### config.mk
export PLATFORM = sky130hd
export DESIGN_NAME = enigma_ir_letter_queue
export DESIGN_NICKNAME = d
export VERILOG_FILES = /design/src/rtl/enigma_ir_letter_queue.sv
export SDC_FILE = /design/constraint.sdc
export NUM_CORES = 1
export LEC_CHECK = 0
export BUFFER_PORTS_ARGS = -buffer_cell sky130_fd_sc_hd__buf_2
export CORE_MARGIN = 4
export CORE_UTILIZATION = 60
export DETAILED_ROUTE_END_ITERATION = 10
export GPL_ROUTABILITY_DRIVEN = 0
export PLACE_DENSITY = 0.84
export SETUP_SLACK_MARGIN = 0.5
export SLEW_MARGIN = 20
export SYNTH_ARGS = -nofsm -noshare
export SYNTH_HDL_FRONTEND = slang
export SYNTH_SLANG_ARGS = --single-unit
export TNS_END_PERCENT = 5
### constraint.sdc
create_clock -name clk_in -period 5.45 [get_ports clk_in]
set_clock_uncertainty 0.1 [all_clocks]
set_input_delay 0.545 -clock clk_in [delete_from_list [all_inputs] [get_ports clk_in]]
set_output_delay 0.545 -clock clk_in [all_outputs]
set_load 0.02 [all_outputs]
### src/rtl/enigma_ir_letter_queue.sv
// Elastic letter queue between the enigma encoder and the IR transmitter.
// Letters are pushed on each rising edge of the encoder valid level and launched
// one at a time: a single-cycle valid pulse, then the transmitter busy cycle,
// then a fixed idle gap before the next launch may happen.
module enigma_ir_letter_queue #(
  parameter  int DATA_WIDTH   = 5,
  parameter  int DEPTH        = 32,
  parameter  int GAP_CYCLES   = 1000,
  parameter  int BUSY_TIMEOUT = 64,
  localparam int ADDR_W       = $clog2(DEPTH)
) (
  input  logic                  clk_in,
  input  logic                  rst_n_in,
  input  logic                  clear_in,
  input  logic [DATA_WIDTH-1:0] data_in,
  input  logic                  data_valid_in,
  input  logic                  ir_busy_in,
  output logic [DATA_WIDTH-1:0] ir_data_out,
  output logic                  ir_valid_out,
  output logic [ADDR_W:0]       count_out,
  output logic                  empty_out,
  output logic                  full_out,
  output logic                  overflow_out,
  output logic                  timeout_out
);

  // One shared timer serves both the busy-rise timeout and the inter-letter gap.
  localparam int TIMER_MAX = (GAP_CYCLES > BUSY_TIMEOUT) ? GAP_CYCLES : BUSY_TIMEOUT;
  localparam int TIMER_W   = $clog2(TIMER_MAX + 1);

  typedef enum logic [2:0] {
    IDLE,
    LAUNCH,
    WAIT_BUSY,
    WAIT_DONE,
    GAP
  } state_e;

  logic [DATA_WIDTH-1:0] mem_q [DEPTH];
  logic [ADDR_W-1:0]     wr_ptr_q;
  logic [ADDR_W-1:0]     rd_ptr_q;
  logic [ADDR_W:0]       count_q;
  logic                  prev_valid_q;
  logic                  overflow_q;

  state_e                state_q;
  logic [TIMER_W-1:0]    timer_q;
  logic [DATA_WIDTH-1:0] ir_data_q;
  logic                  ir_valid_q;
  logic                  timeout_q;

  logic empty;
  logic full;
  logic push_edge;
  logic push_ok;
  logic pop;

  assign empty     = (count_q == '0);
  assign full      = (count_q == (ADDR_W+1)'(DEPTH));
  assign push_edge = data_valid_in & ~prev_valid_q;
  // Fullness is judged at the start of the cycle, so a same-cycle pop never rescues a push.
  assign push_ok   = push_edge & ~full & ~clear_in;
  // The only pop is the IDLE -> LAUNCH transition.
  assign pop       = (state_q == IDLE) & ~empty & ~clear_in;

  // Letter storage: written on an accepted push only.
  // NOTE: the storage array has no reset; the pointers and count define which entries are
  // meaningful, so clearing the contents would only cost logic and block RAM inference.
  always_ff @(posedge clk_in) begin
    if (push_ok) begin
      mem_q[wr_ptr_q] <= data_in;
    end
  end

  // Queue bookkeeping: edge detect, pointers, occupancy and the sticky overflow flag.
  // NOTE: every register here uses non-blocking assignment so all of them update together
  // from the values that were present before the clock edge.
  always_ff @(posedge clk_in or negedge rst_n_in) begin
    if (!rst_n_in) begin
      prev_valid_q <= 1'b0;
      wr_ptr_q     <= '0;
      rd_ptr_q     <= '0;
      count_q      <= '0;
      overflow_q   <= 1'b0;
    end else begin
      prev_valid_q <= data_valid_in;
      if (clear_in) begin
        wr_ptr_q   <= '0;
        rd_ptr_q   <= '0;
        count_q    <= '0;
        overflow_q <= 1'b0;
      end else begin
        // DEPTH is a power of two, so the pointers wrap DEPTH-1 -> 0 naturally.
        if (push_ok) begin
          wr_ptr_q <= wr_ptr_q + 1'b1;
        end
        if (pop) begin
          rd_ptr_q <= rd_ptr_q + 1'b1;
        end
        if (push_edge && full) begin
          overflow_q <= 1'b1;
        end
        case ({push_ok, pop})
          2'b10:   count_q <= count_q + 1'b1;
          2'b01:   count_q <= count_q - 1'b1;
          default: count_q <= count_q;
        endcase
      end
    end
  end

  // Launch sequencer: pops a letter, pulses valid, then waits out busy and the gap.
  always_ff @(posedge clk_in or negedge rst_n_in) begin
    if (!rst_n_in) begin
      state_q    <= IDLE;
      timer_q    <= '0;
      ir_data_q  <= '0;
      ir_valid_q <= 1'b0;
      timeout_q  <= 1'b0;
    end else if (clear_in) begin
      // The presented letter is deliberately kept; only control state is flushed.
      state_q    <= IDLE;
      timer_q    <= '0;
      ir_valid_q <= 1'b0;
      timeout_q  <= 1'b0;
    end else begin
      ir_valid_q <= 1'b0;
      case (state_q)
        IDLE: begin
          if (pop) begin
            ir_data_q  <= mem_q[rd_ptr_q];
            ir_valid_q <= 1'b1;
            state_q    <= LAUNCH;
          end
        end
        LAUNCH: begin
          timer_q <= '0;
          state_q <= WAIT_BUSY;
        end
        WAIT_BUSY: begin
          if (ir_busy_in) begin
            state_q <= WAIT_DONE;
          end else if (timer_q == TIMER_W'(BUSY_TIMEOUT - 1)) begin
            // The transmitter never acknowledged: the letter is lost, not retried.
            timeout_q <= 1'b1;
            timer_q   <= '0;
            state_q   <= GAP;
          end else begin
            timer_q <= timer_q + 1'b1;
          end
        end
        WAIT_DONE: begin
          if (!ir_busy_in) begin
            timer_q <= '0;
            state_q <= GAP;
          end
        end
        GAP: begin
          if (timer_q == TIMER_W'(GAP_CYCLES - 1)) begin
            timer_q <= '0;
            state_q <= IDLE;
          end else begin
            timer_q <= timer_q + 1'b1;
          end
        end
        default: state_q <= IDLE;
      endcase
    end
  end

  assign ir_data_out  = ir_data_q;
  assign ir_valid_out = ir_valid_q;
  assign count_out    = count_q;
  assign empty_out    = empty;
  assign full_out     = full;
  assign overflow_out = overflow_q;
  assign timeout_out  = timeout_q;

endmodule

==> impl_metrics.csv <==
group,metric,value,unit
outcome,status,"finished, final reports clean",
floorplan,coreArea,13900,um^2
clock_tree,cts_setup_buffers,0,
logic_synthesis,ys_seq_area_frac,0.675,
layout,area_delta_synth_final,9.38,%
timing,maxSlewHeadroom,0.337,
routing,wl_per_cell,23.0,um
routing,detail_route.wirelength,17.3,mm
timing,fmax,265,MHz
worst_setup_path,worst_path_largest_cell_delay,0.68,ns
timing,final-hold-violation-count,0,
worst_setup_path,ff2ff_path_depth,9,
layout,n_fill_cell,927,
routing,first_pass_iters,5,
routing,ant_nets,0,
timing,tns,0,ns
logic_synthesis,synth_compound_area_frac,0.0729,
power,powerDensity,436,nW/um^2
global_route,grt_overflow_total,0,
timing,fin_crit,3.77,ns
global_route,antenna_found_initial,0,
clock_tree,cts_sinks,198,
logic_synthesis,yosys.area_share.simple,0.0819,
timing,final.period_utilization,0.692,
worst_setup_path,critPathSlowestCell,"nor3b_1",
clock_tree,cts_hold_buf,0,
clock_tree,clockBufferDepth,2,
logic_synthesis,synth_mux_area_frac,0.116,
worst_setup_path,crit_chain,"nor4_4 -> a31oi_2 -> nor3b_1 -> ha_1 -> a211oi_1 -> nor2_1 -> o22a_1 -> mux2_2 -> o311ai_1",
timing,layout_setup_ws,1.68,ns
clock_tree,clkSlewWorstSetupHoldPaths,0.07,ns
logic_synthesis,synth_nets,564,
logic_synthesis,synthArstFlopShare,0.192,
routing,drcViolationCount,0,
clock_tree,cts_root_buf,"clkbuf_16",
clock_tree,cts_tree,"done",
logic_synthesis,synth_xor_area_frac,0.0154,
floorplan,die_h,127,um
floorplan,start_util,0.614,
worst_setup_path,required,5.66,ns
floorplan,die_x,127,um
routing,first_iter_violations,418,
logic_synthesis,synth.top_cells.by_area,"edfxtp_1 56%, dfrtp_1 11%, mux4_2 8.5%",
logic_synthesis,synth_cell_type_count,67,
flow_run,cap_violations,0,
placed_design,hpwl,11.1,mm
power,p_leak,3.15,nW
logic_synthesis,syn_inst,543,
logic_synthesis,synthAdderAreaFrac,0.0170,
routing,routed-via-count,4779,
global_route,grtUsageTotal,0.226,
worst_setup_path,crit_fanout,13,
timing,setup_viol,0,
floorplan,fp-row-count,43,
clock_tree,ctsResizeCount,0,
worst_setup_path,reg2reg_slack,1.68,ns
timing,holdWs,0.127,ns
logic_synthesis,synth_top_family_by_area,"multiplexers",
logic_synthesis,syn_avg_cell_area,15.7,um^2
power,vdd_drop_max,0.344,mV
worst_setup_path,start_kind,"register",
logic_synthesis,synth_top_area_cell,"edfxtp_1",
clock_tree,ctsHtreeMaxLevel,4,
routing,vias_per_cell,6.35,
timing,rsz0062_at_grt,"false",
layout,fin_util,0.672,
worst_setup_path,crit_type,"register to register",
logic_synthesis,syn_area,8530,um^2
logic_synthesis,yosys_warnings,0,
hold_path,hold_path.class,"input pin to asynchronous set/reset pin",
global_route,grt_max_degree,58,
placed_design,pre_cts_ws,1.56,ns
layout,drive_above_1_share,0.194,
layout,diodes,0,
logic_synthesis,ys.flop_type,"edfxtp_1",
global_route,grt_pass1_vias,4998,
worst_setup_path,crit_path_end_kind,"register",
timing,drv_slew,0,
placed_design,io_buffers,25,
floorplan,die-area,16200,um^2
logic_synthesis,synth_seq_cells,198,
timing,worst_pin_slew,0.995,ns
clock_tree,cts_buffers,17,
logic_synthesis,yosysTopAreaCellShare,0.564,
floorplan,io_pins,26,
global_route,grt_pass1_wl,27.5,mm
worst_setup_path,worstPathArrival,3.98,ns
clock_tree,clock_latency,0.44,ns
layout,nets,581,
logic_synthesis,synth_edf_count,160,
-- final timing paths --
path                                          start                        to
min in group clk_in                   data_valid_in    prev_valid_q$_DFF_PN0_
max                        count_out[0]$_DFFE_PN0P_  count_out[5]$_DFFE_PN0P_
max in group asynchronous                  rst_n_in   rd_ptr_q[0]$_DFFE_PN0P_
min reg2reg                 timeout_out$_DFFE_PN0P_   timeout_out$_DFFE_PN0P_
min                                        rst_n_in    ir_valid_out$_DFF_PN0_
max reg2reg                count_out[0]$_DFFE_PN0P_  count_out[5]$_DFFE_PN0P_
-- worst max-delay path, delay by kind of cell (launching register included) --
family	cells	cell delay [ns]
AND/OR/NAND/NOR	3	1.31
AO/OA/AOI/OAI	4	1.10
flip-flops	1	0.48
adder cells (fa/ha/maj)	1	0.37
multiplexers	1	0.27
-- flip-flops by register name (all words and copies together), names as in the netlist --
| name | flops |
|---|---|
| count_out | 6 |
| ir_data_out | 5 |
| ir_valid_out | 1 |
| mem_q | 160 |
| overflow_out | 1 |
| prev_valid_q | 1 |
| rd_ptr_q | 5 |
| state_q | 3 |
| timeout_out | 1 |
| timer_q | 10 |
| wr_ptr_q | 5 |
-- stage by stage --
stage | instance area, um^2 | power, mW | instances
after detailed placement | 8750 | 2.90 | 721
final | 9330 | 4.06 | 753
after floorplan | 8530 | 2.64 | 543
after CTS | 9310 | 4.08 | 753
after global routing | 9330 | 4.25 | 753
after global placement | 8750 | 2.85 | 721
-- placed cells by master, fill, tap and decap left out, types with 9 or more instances in the layout --
master,n
o22ai_1,9
ha_1,10
a21oi_1,9
xor2_1,9
mux2i_1,20
clkbuf_16,17
buf_2,25
dfrtp_1,36
nor2_1,58
mux4_2,32
edfxtp_1,160
nand2_1,26
-- where the power goes --
part | switching, mW | total, mW | internal (mW)
clock | 0.588 | 1.19 | 0.605
sequential | 0.130 | 1.83 | 1.70
combinational | 0.564 | 1.04 | 0.479
total | 1.28 | 4.06 | 2.78
-- cells by family (layout without fill, tap and decap cells) --
logic type | after synthesis | after routing
mux | 57 | 57
flops | 198 | 198
buf+inv | 38 | 68
fa+ha+maj | 11 | 11
xor+xnor | 15 | 15
simple gates | 140 | 140
compound gates | 84 | 84
-- per-layer routing --
layer / vias to the layer above / GRT usage / share of wire
met5: - / 0 / 0
met4: 0 / 0.0789 / 0.017
met3: 21 / 0.0489 / 0.071
met2: 182 / 0.375 / 0.51
met1: 2423 / 0.301 / 0.40
li1: 2153 / - / -
-- layout make-up --
class                   count  area (um^2)  area share
flip-flops and latches    198         5760       0.618
multi-input cells         307         2600       0.279
clock buffers              17          425      0.0456
well taps                 180          225      0.0242
clock inverters            15          140      0.0150
repair buffers             27          140      0.0150
inverters                   9         33.8     0.00362
-- synthesized netlist by cell type, drive strengths merged (7+ instances only) --
master  instances
a31o            8
a21oi          10
ha             10
a31oi           7
a221oi          8
clkbuf         12
nor3b           8
o22ai           9
dfrtp          38
mux2i          20
o31ai           7
xor2            9
inv             7
nand2          26
o21ai          12
nor2           59
mux4           32
edfxtp        160
buf            17
Power figures use the tool's default switching activity.
